`src/rtl/axi_req_arbiter.sv`:
```
// Two-requester (I-cache / D-cache) arbiter in front of the single-outstanding
// axi_m line port: pick, issue a one-cycle request, wait for the matching over pulse, return.
module axi_req_arbiter #(
  parameter int unsigned ADDR_W    = 32,
  parameter int unsigned DATA_W    = 128,
  parameter int unsigned PRIO_MODE = 0,
  parameter int unsigned TIMEOUT   = 0
) (
  input  logic              M_AXI_ACLK,
  input  logic              M_AXI_ARESETN,
  input  logic              ic_req_i,
  input  logic              ic_rw_i,
  input  logic [ADDR_W-1:0] ic_addr_i,
  input  logic [DATA_W-1:0] ic_data_i,
  output logic [DATA_W-1:0] ic_data_o,
  output logic              ic_done_o,
  input  logic              dc_req_i,
  input  logic              dc_rw_i,
  input  logic [ADDR_W-1:0] dc_addr_i,
  input  logic [DATA_W-1:0] dc_data_i,
  output logic [DATA_W-1:0] dc_data_o,
  output logic              dc_done_o,
  output logic              bus_valid_req_o,
  output logic              bus_rw_o,
  output logic [ADDR_W-1:0] bus_addr_o,
  output logic [DATA_W-1:0] bus_data_o,
  input  logic [DATA_W-1:0] bus_data_i,
  input  logic              bus_rd_over_i,
  input  logic              bus_wr_over_i,
  output logic [1:0]        grant_o,
  output logic              busy_o,
  output logic              timeout_o
);

  typedef enum logic [1:0] {IDLE, ISSUE, WAIT, DONE} state_t;

  state_t      state;
  logic        last_dc;
  logic [31:0] wd_cnt;
  logic        pick_dc;
  logic        over_hit;

  // Ties go to D-cache in fixed mode, otherwise to whoever was not served last.
  assign pick_dc  = dc_req_i && (!ic_req_i || (PRIO_MODE != 0) || !last_dc);
  assign over_hit = bus_rw_o ? bus_rd_over_i : bus_wr_over_i;

  always_ff @(posedge M_AXI_ACLK or negedge M_AXI_ARESETN) begin
    if (!M_AXI_ARESETN) begin
      state           <= IDLE;
      last_dc         <= 1'b0;
      wd_cnt          <= '0;
      ic_data_o       <= '0;
      ic_done_o       <= 1'b0;
      dc_data_o       <= '0;
      dc_done_o       <= 1'b0;
      bus_valid_req_o <= 1'b0;
      bus_rw_o        <= 1'b0;
      bus_addr_o      <= '0;
      bus_data_o      <= '0;
      grant_o         <= 2'b00;
      busy_o          <= 1'b0;
      timeout_o       <= 1'b0;
    end else begin
      bus_valid_req_o <= 1'b0;
      ic_done_o       <= 1'b0;
      dc_done_o       <= 1'b0;
      case (state)
        IDLE: begin
          if (ic_req_i || dc_req_i) begin
            grant_o    <= pick_dc ? 2'b10 : 2'b01;
            bus_rw_o   <= pick_dc ? dc_rw_i   : ic_rw_i;
            bus_addr_o <= pick_dc ? dc_addr_i : ic_addr_i;
            bus_data_o <= pick_dc ? dc_data_i : ic_data_i;
            busy_o     <= 1'b1;
            state      <= ISSUE;
          end
        end
        // Request pulse is launched from ISSUE, so it is seen two cycles after req_i.
        ISSUE: begin
          bus_valid_req_o <= 1'b1;
          last_dc         <= grant_o[1];
          wd_cnt          <= '0;
          state           <= WAIT;
        end
        WAIT: begin
          if (wd_cnt != '1) wd_cnt <= wd_cnt + 32'd1;
          if (TIMEOUT != 0 && wd_cnt == TIMEOUT) timeout_o <= 1'b1;
          if (over_hit) begin
            if (bus_rw_o && grant_o[1])  dc_data_o <= bus_data_i;
            if (bus_rw_o && !grant_o[1]) ic_data_o <= bus_data_i;
            dc_done_o <= grant_o[1];
            ic_done_o <= !grant_o[1];
            state     <= DONE;
          end
        end
        DONE: begin
          grant_o <= 2'b00;
          busy_o  <= 1'b0;
          state   <= IDLE;
        end
        default: state <= IDLE;
      endcase
    end
  end

endmodule

```
`config.mk`:
```
export PLATFORM = sky130hd
export DESIGN_NAME = axi_req_arbiter
export DESIGN_NICKNAME = d
export VERILOG_FILES = /design/src/rtl/axi_req_arbiter.sv
export SDC_FILE = /design/constraint.sdc
export NUM_CORES = 1
export LEC_CHECK = 0
export CAP_MARGIN = 20
export CELL_PAD_IN_SITES_DETAIL_PLACEMENT = 0
export CELL_PAD_IN_SITES_GLOBAL_PLACEMENT = 1
export CORE_AREA = 2 2 340 342
export CTS_BUF_LIST = sky130_fd_sc_hd__clkbuf_4 sky130_fd_sc_hd__clkbuf_8 sky130_fd_sc_hd__clkbuf_16
export DETAILED_ROUTE_END_ITERATION = 8
export DIE_AREA = 0 0 342 344
export PLACE_DENSITY_LB_ADDON = 0.08
export SLEW_MARGIN = 20
export SYNTH_ARGS = -nofsm -noshare
export SYNTH_HDL_FRONTEND = slang
export SYNTH_SLANG_ARGS = --single-unit
```
`constraint.sdc`:
```
create_clock -name M_AXI_ACLK -period 2.1 [get_ports M_AXI_ACLK]
set_input_delay 0.42 -clock M_AXI_ACLK [delete_from_list [all_inputs] [get_ports M_AXI_ACLK]]
set_output_delay 0.42 -clock M_AXI_ACLK [all_outputs]
set_load 0.03 [all_outputs]
```
# Word-level counts from Yosys, hierarchy flattened
# Index checks and enable logic that the tools add are counted.
totals:
  reg_bits: 426
  input_bits: 456
  elab_cells: 49
op_classes:
  eq_ne: 5
  n_mux: 17
  reduce_logical: 15
op_table:
  columns: ["op", "count"]
  rows:
  - ["$mux W128", 1]
  - ["$mux W32", 1]
  - ["$mux W1", 8]
  - ["$mux W2", 4]
  - ["$pmux W2 S4", 1]
  - ["$reduce_and A2 Y1", 3]
  - ["$reduce_and A3 Y1", 2]
  - ["$eq A2 B2 Y1 const B", 2]
  - ["$ne A2 B2 Y1 const B", 2]
  - ["$pmux W2 S2", 1]
  - ["$logic_and A1 B1 Y1", 3]
  - ["$logic_not A1 Y1", 3]
  - ["$eq A2 B1 Y1 const B", 1]
  - ["$logic_not A2 Y1", 1]
  - ["$logic_or A1 B1 Y1", 2]
  - ["$pmux W1 S2", 1]
  - ["$reduce_bool A2 Y1", 1]

# Longest topological paths before layout
# Gate-level depths: netlist (run 1).
depth:
  ltp_word: 6
  mapped_depth: 8

# Worst setup path before layout (run 1)
# No wires, ideal clock.
synth_timing:
  path_type: "reg2reg"
  from: "reg state[0]"
  to: "reg ic_data_o[0]"
  arrival_time_ns: 1.634
  required_ns: 1.975
  path_slack_ns: 0.342
  path_stages_with_launch: 7
  n_path_buf: 2
  cell_sequence: "dfrtp_1 > inv_1 > ha_1 > nand4b_1 > clkbuf_1 > buf_2 > mux2_2"
synth_between:
  elab_chain_len: 2
synth_lines:
  columns: ["item", "line_no", "rtl"]
  rows:
  - ["start: declaration", "37", "state_t state;"]
  - ["start signal: assignment", "49", "state <= IDLE;"]
  - ["start signal: assignment", "75", "state <= ISSUE;"]
  - ["start signal: assignment", "83", "state <= WAIT;"]
  - ["$eq A2 B2 Y1", "67", "case (state)"]
  - ["$reduce_and A3 Y1 (no source line)", null, null]
  - ["end signal: assignment", "90", "if (bus_rw_o && !grant_o[1]) ic_data_o <= bus_data_i;"]
  - ["end: declaration", "15", "output logic [DATA_W-1:0] ic_data_o,"]
# Every way passes these cells.
# A chain may end at the register's enable or synchronous reset.

# Worst setup path after layout (run 1)
layout_timing:
  from: "reg bus_data_o[79]"
  to: "out bus_data_o[79]"
layout_rtl:
  columns: ["item", "line_no", "rtl"]
  rows:
  - ["start: declaration", "26", "output logic [DATA_W-1:0] bus_data_o,"]
  - ["start signal: assignment", "73", "bus_data_o <= pick_dc ? dc_data_i : ic_data_i;"]
# No word-level cell between the ends.

==> results of run 1 <==
==> logic make-up (layout without fill, tap and decap cells) <==
logic type	Yosys count	after routing
AO/OA/AOI/OAI	171	171
AND/OR/NAND/NOR	169	169
multiplexers	420	420
buffers and inverters	84	1084
flip-flops	426	426
other	1	4
adder cells (fa/ha/maj)	6	6
==> timing repair <==
item                                    in CTS  in global routing
hold buffers                                 1                  0
endpoints found under the setup margin     421                  0
gates resized for setup                    425                  0
hold endpoints to repair                    79                  0
==> area by class of cell <==
type | count | share of cell area, %
flip-flops and latches | 426 | 35.5
repair buffers | 980 | 31.4
multi-input cells | 767 | 20.5
well taps | 1512 | 6.30
clock buffers | 87 | 5.78
clock inverters | 15 | 0.446
inverters | 2 | 0.0250
diodes | 3 | 0.0250
==> report_power, final <==
part	internal (mW)	switching, mW
Combinational	8.04	14.4
Sequential	12.2	1.97
Clock	5.78	3.97
==> cell usage after synthesis (all sizes together) <==
cell type / count / area, um2
nand2: 162 / 608
o32a: 1 / 10.0
nand4: 1 / 6.26
o21ai: 166 / 835
nor2: 2 / 7.51
nand2b: 1 / 6.26
buf: 65 / 355
conb: 1 / 3.75
clkbuf: 17 / 63.8
o41ai: 1 / 16.3
nor3b: 2 / 20.0
mux2i: 162 / 1620
ha: 6 / 75.1
nand4b: 1 / 8.76
inv: 2 / 7.51
dfrtp: 426 / 10700
o31ai: 1 / 7.51
mux2: 258 / 2910
a21bo: 1 / 10.0
a21oi: 1 / 5.00
==> per-stage QoR <==
stage               TNS, ns  total power, mW  cell area [um2]  hold slack, ns
global route              0             49.3            30000           0.235
global placement      -5.37             40.1            28600           0.303
detailed placement   -13.65             40.1            28600           0.310
floorplan                 0             27.1            17200           0.124
finish                    0             46.3            30000           0.253
CTS                       0             47.5            30000           0.198
==> sequential cells by signal, indices dropped and copies added, names as in the netlist <==
name             flops
bus_data_o         128
dc_data_o          128
ic_data_o          128
bus_addr_o          32
grant_o              2
state                2
bus_rw_o             1
bus_valid_req_o      1
busy_o               1
dc_done_o            1
ic_done_o            1
last_dc              1
==> path summary, 6_finish.rpt <==
check                                            from                           to  slack (ns)  depth (start not counted)
max in group asynchronous               M_AXI_ARESETN   bus_data_o[51]$_DFFE_PN0P_        0.90                          3
setup reg to reg                 state[0]$_DFFE_PN0P_    ic_data_o[85]$_DFFE_PN0P_        0.19                          5
setup / recovery           bus_data_o[79]$_DFFE_PN0P_               bus_data_o[79]        0.10                          1
hold / removal                          M_AXI_ARESETN    ic_data_o[69]$_DFFE_PN0P_        0.25                          2
min in group M_AXI_ACLK                dc_data_i[113]  bus_data_o[113]$_DFFE_PN0P_        0.40                          3
hold reg to reg            bus_data_o[42]$_DFFE_PN0P_   bus_data_o[42]$_DFFE_PN0P_        0.47                          2
==> metal layers <==
| metal | vias up | global-route usage (%) |
|---|---|---|
| met5 | - | 0 |
| met4 | 20 | 4.87 |
| met3 | 154 | 6.22 |
| met2 | 612 | 24.7 |
| met1 | 6607 | 13.2 |
| li1 | 6404 | - |
==> impl_metrics.py, run 1 <==
metrics = {
    "run_status": {
        "status": "finished clean",
    },
    "synthesis": {
        "synth_area_per_cell_um2": 13.5,
        "synth-compound-area-share_pct": 5.13,
        "synth_top_family_by_area": "multiplexers",
        "synth_cells": 1277,
        "synth_mux_area_share_pct": 26.3,
        "synth-seq-area-share_pct": 61.9,
        "synth-simple-area-share_pct": 3.81,
        "ys_warn_count": 1,
        "synth_area_um2": 17200,
        "syn_nets": 1739,
        "ys_types": 25,
        "synth_adder_area_share_pct": 0.436,
        "synthXorXnorAreaFrac_pct": 0,
        "synth.ff_latch_count": 426,
    },
    "clocking": {
        "root_buffer": "clkbuf_16",
        "h-tree-depth": 2,
        "cts_tree": "built",
        "cts_setup_buffers": 0,
        "insertion_delay_ns": 0.64,
        "clkTransAtPathRegs_ns": 0.06,
        "cts.sinks": 426,
        "clock_path_buffers": 3,
        "cts_buffers": 56,
    },
    "sta": {
        "fin_skew_ns": 0.0132,
        "drv_slew": 0,
        "worst_pin_slew_ns": 0.634,
        "hold_violations": 0,
        "rsz0062_at_grt": "no",
        "slew_headroom_pct": 57.7,
        "setup_ws_ns": 0.100,
        "setup-violations-final": 0,
        "fin_crit_sh_pct": 95.2,
        "fmax_ghz": 0.500,
        "fin_crit_ns": 2.00,
    },
    "layout": {
        "fillers": 12083,
        "drive_gt1_share_pct": 20.6,
        "multi_input_area_um2": 6160,
        "utilization_pct": 26.3,
        "area_delta_synth_final_pct": 74.1,
        "layout_common_cells": "clkdlybuf4s50_1 (454), dfrtp_1 (426), dlygate4sd2_1 (419)",
        "final_cells": 3792,
        "layout_commonest_cell": "clkdlybuf4s50_1",
        "nets": 2695,
        "seq_area_um2": 10700,
    },
    "routing": {
        "routed-wl-met3_mm": 8.65,
        "post_drt_wl_per_cell_um": 21.6,
        "highest_layer": "met5",
        "wl_met1_mm": 27.8,
        "final_antenna_net_count": 0,
        "drt_iter0_markers": 410,
        "vias": 13797,
        "drtPass1Iterations": 6,
        "met2_length_mm": 42.2,
        "vias_per_cell": 3.64,
        "wl_mm": 81.8,
        "drc": 0,
    },
    "floorplan": {
        "rows": 124,
        "dieHeight_um": 344,
        "fp.dieArea_um2": 118000,
        "die_w_um": 342,
        "num_io_pins": 880,
        "fp.coreArea_um2": 114000,
        "start_util_pct": 15.1,
    },
    "global_route": {
        "grt_overflow": 0,
        "grt_pass1_wl_mm": 114,
        "grt_pass1_vias": 15221,
        "grt_max_degree": 75,
        "grt_use_total_pct": 13.5,
        "antenna_found_initial": 26,
    },
    "placement": {
        "placedCellCount": 3686,
        "portBuffers": 878,
        "routabilityCongestion": 0.762,
        "post-dp-hpwl_mm": 65.9,
        "pre_cts_ws_ns": -0.329,
    },
    "setup_path": {
        "cp-start-kind": "flip-flop",
        "crit_chain": "dlygate4sd2_1",
        "worst_ep_required_time_ns": 1.68,
        "end_kind": "output port",
        "cp_data_arrival_time_ns": 1.58,
        "max_stage_delay_ns": 0.60,
        "critPathBufInv": 1,
        "critical-path-top-delay-family": "buffers and inverters",
        "cp_max_fo": 2,
        "critPathSlowestCell": "dlygate4sd2_1",
        "crit_type": "flip-flop to output port",
    },
    "power": {
        "leakage_nw": 14.4,
        "power.density_nw_per_um2": 1540,
        "peakVddDrop_uv": 648,
    },
    "flow_run": {
        "maxCapViolCount": 0,
    },
    "worst_hold_path": {
        "hold_class": "input port to asynchronous set/reset pin",
    },
}
Power figures use the tool's default switching activity.
==> inputs of run 2 (changes only) <==
--- a/config.mk
+++ b/config.mk
@@ -13,7 +13,6 @@
 export DETAILED_ROUTE_END_ITERATION = 8
 export DIE_AREA = 0 0 342 344
 export PLACE_DENSITY_LB_ADDON = 0.08
-export SLEW_MARGIN = 20
 export SYNTH_ARGS = -nofsm -noshare
 export SYNTH_HDL_FRONTEND = slang
 export SYNTH_SLANG_ARGS = --single-unit
==> results of run 2 <==
The final DEF is identical to that of run 1; final timing and power are the same.
==> inputs of run 3 (changes only) <==
--- a/config.mk
+++ b/config.mk
@@ -6,10 +6,11 @@
 export NUM_CORES = 1
 export LEC_CHECK = 0
 export CAP_MARGIN = 20
-export CELL_PAD_IN_SITES_DETAIL_PLACEMENT = 0
+export CELL_PAD_IN_SITES_DETAIL_PLACEMENT = 1
 export CELL_PAD_IN_SITES_GLOBAL_PLACEMENT = 1
 export CORE_AREA = 2 2 340 342
 export CTS_BUF_LIST = sky130_fd_sc_hd__clkbuf_4 sky130_fd_sc_hd__clkbuf_8 sky130_fd_sc_hd__clkbuf_16
+export CTS_CLUSTER_DIAMETER = 100
 export DETAILED_ROUTE_END_ITERATION = 8
 export DIE_AREA = 0 0 342 344
 export PLACE_DENSITY_LB_ADDON = 0.08
==> impl_metrics.py, run 3 (synthesized netlist as in run 1, its figures left out) <==
metrics = {
    "routing": {
        "vias_per_cell": 3.69,
        "wl_mm": 84.0,
        "post_drt_wl_per_cell_um": 22.1,
        "final_antenna_net_count": 0,
        "drtPass1Iterations": 4,
        "vias": 14027,
        "drt_iter0_markers": 360,
        "drc": 0,
    },
    "floorplan": {
        "rows": 124,
        "die_w_um": 342,
        "num_io_pins": 880,
        "fp.coreArea_um2": 114000,
        "start_util_pct": 15.1,
        "dieHeight_um": 344,
        "fp.dieArea_um2": 118000,
    },
    "placement": {
        "dpl_cell_area_um2": 28600,
        "routabilityCongestion": 0.762,
        "portBuffers": 878,
        "post-dp-hpwl_mm": 68.1,
        "placedCellCount": 3686,
    },
    "sta": {
        "setup-violations-final": 0,
        "fin_crit_ns": 1.97,
        "holdWs_ns": 0.268,
        "fmax_ghz": 0.507,
        "worst_pin_slew_ns": 0.637,
        "setup_tns_ns": 0,
        "hold_violations": 0,
        "fin_crit_sh_pct": 93.9,
        "fin_skew_ns": 0.0140,
        "slew_headroom_pct": 57.5,
        "drv_slew": 0,
        "rsz0062_at_grt": "no",
    },
    "global_route": {
        "grt_use_total_pct": 13.9,
        "antenna_found_initial": 35,
        "grt_pass1_wl_mm": 118,
        "grt_pass1_vias": 15944,
        "grt_overflow": 0,
        "grt_max_degree": 75,
    },
    "clocking": {
        "h-tree-depth": 2,
        "cts_tree": "built",
        "clkTransAtPathRegs_ns": 0.06,
        "cts.sinks": 426,
        "clock_path_buffers": 3,
        "cts_buffers": 58,
        "root_buffer": "clkbuf_16",
        "insertion_delay_ns": 0.64,
        "cts_setup_buffers": 0,
    },
    "layout": {
        "largestRegisters": "bus_data_o (128), dc_data_o (128), ic_data_o (128)",
        "layout_commonest_cell": "clkdlybuf4s50_1",
        "area_delta_synth_final_pct": 74.7,
        "layout_common_cells": "clkdlybuf4s50_1 (454), dfrtp_1 (426), dlygate4sd2_1 (419)",
        "drive_gt1_share_pct": 20.7,
        "final_cells": 3805,
        "nets": 2697,
        "finish.instance_area_um2": 30100,
    },
    "setup_path": {
        "cp-start-kind": "flip-flop",
        "critPathSlowestCell": "dlygate4sd2_1",
        "crit_type": "flip-flop to output port",
        "max_stage_delay_ns": 0.54,
        "worst_ep_required_time_ns": 1.68,
        "critPathBufInv": 1,
        "rrSetupSlack_ns": 0.16,
        "cp_data_arrival_time_ns": 1.55,
        "end_kind": "output port",
        "critical-path-top-delay-family": "buffers and inverters",
        "r2r_end": "ic_data_o[104]$_DFFE_PN0P_",
        "crit_chain": "dlygate4sd2_1",
        "worstReg2RegStart": "state[0]$_DFFE_PN0P_",
        "reg2reg_depth": 6,
        "cp_max_fo": 2,
    },
    "run_status": {
        "status": "finished clean",
    },
    "power": {
        "leakage_nw": 14.4,
        "peakVddDrop_uv": 678,
        "power.density_nw_per_um2": 1550,
    },
    "worst_hold_path": {
        "hold_class": "input port to asynchronous set/reset pin",
    },
    "flow_run": {
        "maxCapViolCount": 0,
    },
}
[run 3: cell types whose count changed in the layout (fill, tap and decap cells not counted), sizes merged]
cell | before | now
bufinv | 1 | 2
diode | 3 | 15
[run 3: final cells by class]
type                            count  area (um2)
Fill cell                       12608       83800
Clock inverter                     16         181
Timing Repair Buffer              980        9410
Sequential cell                   426       10700
Antenna cell                       15        37.5
Multi-Input combinational cell    767        6160
Tap cell                         1512        1890
Inverter                            2        7.51
Clock buffer                       87        1760
[run 3: how the worst max path moves through the flow]
stage,from,end,depth (start not counted)
4_1_cts,bus_data_o[79]$_DFFE_PN0P_,bus_data_o[79],1
3_3_place_gp,ic_req_i,bus_data_o[2]$_DFFE_PN0P_,6
6_report,bus_data_o[79]$_DFFE_PN0P_,bus_data_o[79],1
5_1_grt,dc_data_o[9]$_DFFE_PN0P_,dc_data_o[9],1
3_5_place_dp,ic_req_i,bus_data_o[2]$_DFFE_PN0P_,6
2_1_floorplan,state[0]$_DFFE_PN0P_,ic_data_o[0]$_DFFE_PN0P_,6
[run 3: repair_timing]
action                                  in CTS  in global routing
hold buffers                                 1                  0
endpoints found under the setup margin     421                  0
gates resized for setup                    425                  0
hold endpoints to repair                    81                  0
[run 3: where the power goes]
| group | total [mW] | switching [mW] | leakage, nW | internal [mW] |
|---|---|---|---|---|
| clock network | 9.98 | 3.97 | 0.982 | 6.01 |
| logic | 22.6 | 14.5 | 8.12 | 8.04 |
| registers | 14.2 | 2.03 | 5.32 | 12.2 |
| total | 46.7 | 20.5 | 14.4 | 26.2 |
[run 3: layer usage]
metal  share of wire (%)  GRT usage (%)
met5                0.21              0
met1                  35           14.1
met3                  10           6.19
met2                  52           25.3
met4                 3.4           4.84
[run 3: stage by stage]
stage / power [mW] / util, % / setup WS [ns]
floorplan: 27.1 / - / 0.342
global placement: 40.1 / 25.2 / -0.267
detailed placement: 40.3 / 25.2 / -0.312
CTS: 48.0 / 26.4 / 0.00393
global route: 49.7 / 26.4 / 0.0176
finish: 46.7 / 26.4 / 0.128
